===== config.mk =====
export PLATFORM = sky130hd
export DESIGN_NAME = key_filter_multi_flat
export DESIGN_NICKNAME = d
export VERILOG_FILES = /design/src/rtl/key_filter_if.sv /design/src/rtl/key_filter_multi.sv /design/src/flat_wrapper.sv
export SDC_FILE = /design/constraint.sdc
export NUM_CORES = 1
export LEC_CHECK = 0
export ABC_AREA = 1
export CAP_MARGIN = 20
export CORE_AREA = 3 3 236 238
export DETAILED_ROUTE_END_ITERATION = 16
export DIE_AREA = 0 0 239 241
export RECOVER_POWER = 25
export SYNTH_ARGS = -nofsm -noshare
export SYNTH_HDL_FRONTEND = slang
export SYNTH_SLANG_ARGS = --single-unit
export TNS_END_PERCENT = 10

===== constraint.sdc =====
create_clock -name clk -period 22.5 [get_ports clk]
set_input_delay 3.375 -clock clk [delete_from_list [all_inputs] [get_ports clk]]
set_output_delay 3.375 -clock clk [all_outputs]
set_load 0.01 [all_outputs]

===== src/rtl/key_filter_if.sv =====
// Raw key pins in, per-channel debounced level and event pulses out.
// The key filter is the slave side.
interface key_filter_if #(
    parameter int N_KEYS = 4
);
    logic [N_KEYS-1:0] keyin;
    logic [N_KEYS-1:0] key_level;
    logic [N_KEYS-1:0] press_pulse;
    logic [N_KEYS-1:0] release_pulse;
    logic [N_KEYS-1:0] click_pulse;
    logic [N_KEYS-1:0] long_pulse;
    logic [N_KEYS-1:0] repeat_pulse;

    modport master (
        output keyin,
        input  key_level, press_pulse, release_pulse, click_pulse, long_pulse, repeat_pulse
    );

    modport slave (
        input  keyin,
        output key_level, press_pulse, release_pulse, click_pulse, long_pulse, repeat_pulse
    );
endinterface


===== src/rtl/key_filter_multi.sv =====
// Multi-channel key debouncer: per key a 2-flop synchroniser, a two-edge debounce FSM,
// and long-press / auto-repeat detection. All outputs registered.
//
// state     | meaning
// IDLE      | key released and stable, waiting for activity
// PRESS_CNT | key active, counting debounce time before accepting the press
// HELD      | press accepted, timing the hold for long press and repeat
// REL_CNT   | key inactive, counting debounce time; hold timers frozen
module key_filter_multi #(
    parameter int N_KEYS      = 4,
    parameter int CLK_FREQ_HZ = 65_000_000,
    parameter int DEBOUNCE_MS = 20,
    parameter int LONG_MS     = 1000,
    parameter int REPEAT_MS   = 200,
    parameter int REPEAT_EN   = 1,
    parameter int ACTIVE_LOW  = 1
) (
    input  logic        clk,
    input  logic        rst,
    key_filter_if.slave kf
);
    localparam int CYC_PER_MS = CLK_FREQ_HZ / 1000;
    localparam int DB_CYC     = CYC_PER_MS * DEBOUNCE_MS;
    localparam int LONG_CYC   = CYC_PER_MS * LONG_MS;
    localparam int REP_CYC    = CYC_PER_MS * REPEAT_MS;

    localparam int DB_W   = $clog2(DB_CYC + 1);
    localparam int HOLD_W = $clog2(LONG_CYC + 1);
    localparam int REP_W  = $clog2(REP_CYC + 1);

    localparam logic [DB_W-1:0]   DB_LAST   = DB_W'(DB_CYC - 1);
    localparam logic [HOLD_W-1:0] LONG_LAST = HOLD_W'(LONG_CYC - 1);
    localparam logic [HOLD_W-1:0] HOLD_MAX  = '1;
    localparam logic [REP_W-1:0]  REP_LAST  = REP_W'(REP_CYC - 1);
    localparam logic              PIN_IDLE  = (ACTIVE_LOW != 0);

    if (DB_CYC < 2 || LONG_CYC <= DB_CYC || REP_CYC < 1 || N_KEYS < 1 || N_KEYS > 16) begin : g_param_check
        $error("key_filter_multi: illegal channel count or timing parameters");
    end

    typedef enum logic [1:0] {
        IDLE      = 2'd0,
        PRESS_CNT = 2'd1,
        HELD      = 2'd2,
        REL_CNT   = 2'd3
    } state_t;

    for (genvar g = 0; g < N_KEYS; g++) begin : g_ch
        logic [1:0]        sync_q;
        logic              act;
        state_t            state_q, state_d;
        logic [DB_W-1:0]   db_q, db_d;
        logic [HOLD_W-1:0] hold_q, hold_d;
        logic [REP_W-1:0]  rep_q, rep_d;
        logic              long_done_q, long_done_d;
        logic              level_q, level_d;
        logic              press_q, press_d;
        logic              rel_q, rel_d;
        logic              click_q, click_d;
        logic              long_q, long_d;
        logic              rpt_q, rpt_d;

        // Sync flops reset to the idle pin level so reset never looks like a press.
        assign act = sync_q[1] ^ PIN_IDLE;

        always_ff @(posedge clk or posedge rst) begin
            if (rst) begin
                sync_q      <= {2{PIN_IDLE}};
                state_q     <= IDLE;
                db_q        <= '0;
                hold_q      <= '0;
                rep_q       <= '0;
                long_done_q <= 1'b0;
                level_q     <= 1'b0;
                press_q     <= 1'b0;
                rel_q       <= 1'b0;
                click_q     <= 1'b0;
                long_q      <= 1'b0;
                rpt_q       <= 1'b0;
            end else begin
                sync_q      <= {sync_q[0], kf.keyin[g]};
                state_q     <= state_d;
                db_q        <= db_d;
                hold_q      <= hold_d;
                rep_q       <= rep_d;
                long_done_q <= long_done_d;
                level_q     <= level_d;
                press_q     <= press_d;
                rel_q       <= rel_d;
                click_q     <= click_d;
                long_q      <= long_d;
                rpt_q       <= rpt_d;
            end
        end

        always_comb begin
            state_d     = state_q;
            db_d        = db_q;
            hold_d      = hold_q;
            rep_d       = rep_q;
            long_done_d = long_done_q;
            level_d     = level_q;
            press_d     = 1'b0;
            rel_d       = 1'b0;
            click_d     = 1'b0;
            long_d      = 1'b0;
            rpt_d       = 1'b0;
            case (state_q)
                IDLE: begin
                    if (act) begin
                        state_d = PRESS_CNT;
                        db_d    = '0;
                    end
                end
                PRESS_CNT: begin
                    if (!act) begin
                        state_d = IDLE;
                    end else if (db_q == DB_LAST) begin
                        state_d     = HELD;
                        level_d     = 1'b1;
                        press_d     = 1'b1;
                        hold_d      = '0;
                        long_done_d = 1'b0;
                    end else begin
                        db_d = db_q + DB_W'(1);
                    end
                end
                HELD: begin
                    // Every HELD cycle counts, including the one that first sees release.
                    if (hold_q != HOLD_MAX) begin
                        hold_d = hold_q + HOLD_W'(1);
                    end
                    if (!long_done_q) begin
                        if (hold_q == LONG_LAST) begin
                            long_d      = 1'b1;
                            long_done_d = 1'b1;
                            rep_d       = '0;
                        end
                    end else if (REPEAT_EN != 0) begin
                        if (rep_q == REP_LAST) begin
                            rpt_d = 1'b1;
                            rep_d = '0;
                        end else begin
                            rep_d = rep_q + REP_W'(1);
                        end
                    end
                    if (!act) begin
                        state_d = REL_CNT;
                        db_d    = '0;
                    end
                end
                REL_CNT: begin
                    if (act) begin
                        state_d = HELD;
                    end else if (db_q == DB_LAST) begin
                        state_d = IDLE;
                        level_d = 1'b0;
                        rel_d   = 1'b1;
                        click_d = !long_done_q;
                    end else begin
                        db_d = db_q + DB_W'(1);
                    end
                end
                default: state_d = IDLE;
            endcase
        end

        assign kf.key_level[g]     = level_q;
        assign kf.press_pulse[g]   = press_q;
        assign kf.release_pulse[g] = rel_q;
        assign kf.click_pulse[g]   = click_q;
        assign kf.long_pulse[g]    = long_q;
        assign kf.repeat_pulse[g]  = rpt_q;
    end
endmodule


===== src/flat_wrapper.sv =====
// flat-port wrapper written by rule: the top's interface ports become plain ports
module key_filter_multi_flat 
#(
    parameter int N_KEYS      = 4,
    parameter int CLK_FREQ_HZ = 65_000_000,
    parameter int DEBOUNCE_MS = 20,
    parameter int LONG_MS     = 1000,
    parameter int REPEAT_MS   = 200,
    parameter int REPEAT_EN   = 1,
    parameter int ACTIVE_LOW  = 1
)
  (clk, rst, kf_keyin, kf_key_level, kf_press_pulse, kf_release_pulse, kf_click_pulse, kf_long_pulse, kf_repeat_pulse);
  key_filter_if #(.N_KEYS(N_KEYS)) kf_i ();
  input  logic clk;
  input  logic rst;
  input wire logic [$bits(kf_i.keyin)-1:0] kf_keyin;
  output wire logic [$bits(kf_i.key_level)-1:0] kf_key_level;
  output wire logic [$bits(kf_i.press_pulse)-1:0] kf_press_pulse;
  output wire logic [$bits(kf_i.release_pulse)-1:0] kf_release_pulse;
  output wire logic [$bits(kf_i.click_pulse)-1:0] kf_click_pulse;
  output wire logic [$bits(kf_i.long_pulse)-1:0] kf_long_pulse;
  output wire logic [$bits(kf_i.repeat_pulse)-1:0] kf_repeat_pulse;
  assign kf_i.keyin = kf_keyin;
  assign kf_key_level = kf_i.key_level;
  assign kf_press_pulse = kf_i.press_pulse;
  assign kf_release_pulse = kf_i.release_pulse;
  assign kf_click_pulse = kf_i.click_pulse;
  assign kf_long_pulse = kf_i.long_pulse;
  assign kf_repeat_pulse = kf_i.repeat_pulse;
  key_filter_multi #(.N_KEYS(N_KEYS), .CLK_FREQ_HZ(CLK_FREQ_HZ), .DEBOUNCE_MS(DEBOUNCE_MS), .LONG_MS(LONG_MS), .REPEAT_MS(REPEAT_MS), .REPEAT_EN(REPEAT_EN), .ACTIVE_LOW(ACTIVE_LOW)) u_core (.clk(clk), .rst(rst), .kf(kf_i));
endmodule

==> results summary <==
The share of the yosys chip area belonging to registers came out at 38.4%. The met1 usage in global routing came out at 25.8%. The highest clock frequency the design can meet came out at 0.185 GHz. The setup path with the least slack is of type in2async. The number of synthesized register bits is 328. The library cell used most frequently in the layout, excluding fill and tap cells, is nand2_1. The antenna cell count is 0. The worst path setup slack after routing is 17,090 ps. The number of setup buffers added after CTS is 0. The final setup skew came out at 21.2 ps.

After synthesis the cells add up to 0.0214 mm2. The number of clock buffers inserted by TritonCTS is 41. In this run the clock root is driven by a clkbuf_16.

The clock net in this run drives a total of 328 sinks. Counting the fill cells in the layout gives 5,662. The run finished with clean final reports. The placement row count came out at 85. For this design, the slowest cell found on the critical path is buf_4. The multi-input combinational cells in the finished layout cover a total of 0.0113 mm2. In this run, the combinational gates consume 2.1% of the power. The number of violations reported at the end of detailed-routing iteration 0 came out at 1,305. met2 is the most crowded layer. In this run the worst setup path begins at rst. The startpoint identified for the worst register-to-register timing path is u_core.g_ch[2].state_q[0].

The cts-stage hold buffer count is 0. The total die area came out at 0.0576 mm2. The total global-route track usage came out at 18.0%. The slew at the pin closest to its max-slew limit came out at 1310 ps.

The met2 demand-to-capacity share in global routing came out at 28.5%. Dividing the detail-routed wire length by the instance count gives 13.1 um. Setup violations remaining at the end of the flow were counted as 0. After detailed routing, the number of remaining DRC violations is 0. The final number of max-transition violations is 0. The worst vdd rail ir drop is 0.0494 mV. The signed area change from the synthesized netlist to the final layout came out at 8.43%.

In the synthesized netlist, the number of instances is 3,184. For the final routed database, the setup TNS stands at 0 ps. The overall power after layout is 1.31 mW.

The maximum number of pins on one net before global-route repair came out at 156. The routed via count divided by cell count came out at 4.89. The number of I/O pins is 30. Before CTS, the worst setup slack after placement is 16,260 ps. The length of the first detailed-routing pass in iterations is 5. The initial antenna violation count is 0.

The wire length of the first global-routing pass is 87.8 mm. The leakage dissipation is 10.2 nW. The count of cells resized by post-cts repair came out at 0. Walking the worst path, the cells encountered are clkdlybuf4s50_1 -> inv_8 -> buf_4 -> buf_12. Net switching is 22.0% of the power.

The count of buffering cells on the critical path with inverters included came out at 4. The number of enable flip-flop cells after synthesis is 0. Once layout is complete, the utilization of the core stands at 43.2%. The Yosys warning count came out at 0.

The clock tree from TritonCTS is yes. The final route contains 19,000 vias. The x dimension of the die came out at 239 um.

Setup repair after global routing left no endpoint under its margin. The maximum clock path buffer count came out at 3. Max-cap violations in this run came to 0. The sequential cells in the finished layout cover a total of 0.00822 mm2. The worst hold slack is 355 ps. The fraction of synthesis flops using an asynchronous set or reset pin is 100%.

The clock latency at the later pin of the worst-skew pair is 570 ps. The number of nets in the synthesized netlist is 3,202. The remaining antenna violation count came out at 0. Global routing used 2.34% of the available met3 tracks.

The floorplan step defined a core boundary enclosing 0.0538 mm2. Per report_power, the clock group accounts for 52.1% of the total. Averaged over all synthesized cells, the footprint is 6.73 um2. The die height is 241 um. The final number of hold-violating endpoints is 0.

Data on the critical path arrives at its endpoint at 5990 ps. The worst path needs 5410 ps of the cycle, external delays included. The final wirelength came out at 51.0 mm.

The power dissipated by switching net loads came out at 0.289 mW. In this design, the largest share of critical-path delay is due to buffers and inverters. The post-detailed-placement half-perimeter wirelength is 36.1 mm. The worst setup path is captured at an async pin. Of the post-synthesis cell area, the dominant cell type holds 37.4%. The power density over the cells came out at 56.4 mW/mm2. In the final layout, the share of cells above drive strength 1 is 5.31%.

The last weighted congestion value of the routability-driven placer is 0.905. The effective utilization at floorplan is 39.8%. The largest incremental delay on the critical path came out at 800 ps. STA classifies the critical path startpoint as an input pin. The remaining global-route overflow is 0. The most used flip-flop cell after synthesis is dfrtp_1. The highest net fanout along the worst path came out at 155. After synthesis, the cell types taking the most area are dfrtp_1, nand2_1, nor2_1.

The net count reported at finish is 3,187. In the layout the commonest cells are nand2_1, nor2_1, nand3_1, dfrtp_1, inv_1. The worst min-delay path category is reg2reg. The clock-pin slew reported for the worst setup and hold paths after clock tree synthesis is 50 ps.

The ratio of final minimum period to clock period is 24.0%. dfrtp_1 takes more of the synthesized area than any other cell. The required time at the worst-slack endpoint came out at 23,080 ps.

The distinct cell type count after synthesis is 45. The worst-case headroom to the max-slew limit came out at 12.4%. In this run the most critical hold path is launched from u_core.g_ch[0].sync_q[0].

The via count of the first global-routing pass is 17,700. Port buffering added 29 buffers. The total number of H-tree levels is 2. The internal power of the cells totals 1.02 mW. The share of total power dissipated in sequential elements is 45.9%.
cells by family after synthesis:
logic type      count (synthesis)  share of synthesized area [%]
fa+ha+maj                      12                          0.701
buf+inv                       387                           8.19
flops                         328                           38.4
simple gates                 2154                           43.1
compound gates                187                           4.91
xor+xnor                      116                           4.74
worst reg2reg max path, delay by kind of cell (launching register included):
| family | cells | cell delay (ps) |
|---|---|---|
| buffers and inverters | 3 | 1500 |
| flip-flops | 1 | 610 |
| AND/OR/NAND/NOR | 5 | 1640 |
area by class of cell:
type / instances / share of cell area (%)
sequential: 328 / 35.4
clock inverter: 13 / 0.760
tap: 696 / 3.75
clock buffer: 60 / 5.25
timing repair buffer: 31 / 1.37
inverter: 298 / 4.85
multi-input combinational: 2469 / 48.6
power groups by stage:
stage	clock (mW)	combinational (mW)	sequential (mW)
2_1_floorplan	0	0.0241	0.608
3_3_place_gp	0	0.0292	0.611
3_5_place_dp	0	0.0294	0.611
4_1_cts	0.709	0.0295	0.601
5_1_grt	0.728	0.0324	0.601
6_report	0.682	0.0269	0.601
registers in the layout, indices dropped and copies added, names as in the netlist, 8 cells and up, named ones only:
register            cells
u_core.g_ch.hold_q    104
u_core.g_ch.rep_q      96
u_core.g_ch.db_q       84
u_core.g_ch.sync_q      8
metrics by stage:
stage               cell area [um2]  instances
CTS                           23400       3895
floorplan                     21400       3184
global route                  23200       3895
global placement              22000       3822
detailed placement            22000       3822
finish                        23200       3895
final timing paths:
check | to | slack (ps) | cells past startpoint
max | u_core.g_ch[3].rep_q[17] | 17090 | 4
min | u_core.g_ch[0].sync_q[1] | 350 | 0
max reg2reg | u_core.g_ch[2].rep_q[4] | 18630 | 8
min reg2reg | u_core.g_ch[0].sync_q[1] | 350 | 0
max in group clk | kf_key_level[3] | 17650 | 1
min in group asynchronous | u_core.g_ch[1].rel_q | 3310 | 2
metal layers:
layer  part of all wire (%)  routed length, um
met2                     44              22300
met5                      0                  0
met3                    3.5               1790
met1                     51              25900
met4                    1.9                976
cell usage after synthesis (4+ instances only):
cell / count
a21o_1: 4
a21oi_1: 27
buf_1: 5
buf_2: 15
buf_4: 38
buf_6: 15
clkbuf_1: 14
dfrtp_1: 320
dfstp_2: 8
ha_1: 12
inv_1: 283
inv_2: 13
nand2_1: 1091
nand2_2: 26
nand2_4: 7
nand3_1: 315
nand3_2: 6
nand3b_1: 18
nand4_1: 89
nor2_1: 499
nor2_2: 15
nor2_4: 6
nor3_1: 44
nor3_2: 4
o21ai_0: 108
o21ai_1: 18
o21ai_2: 23
o21bai_1: 4
or2_2: 23
xnor2_1: 30
xor2_1: 86
Power figures use the tool's default switching activity.
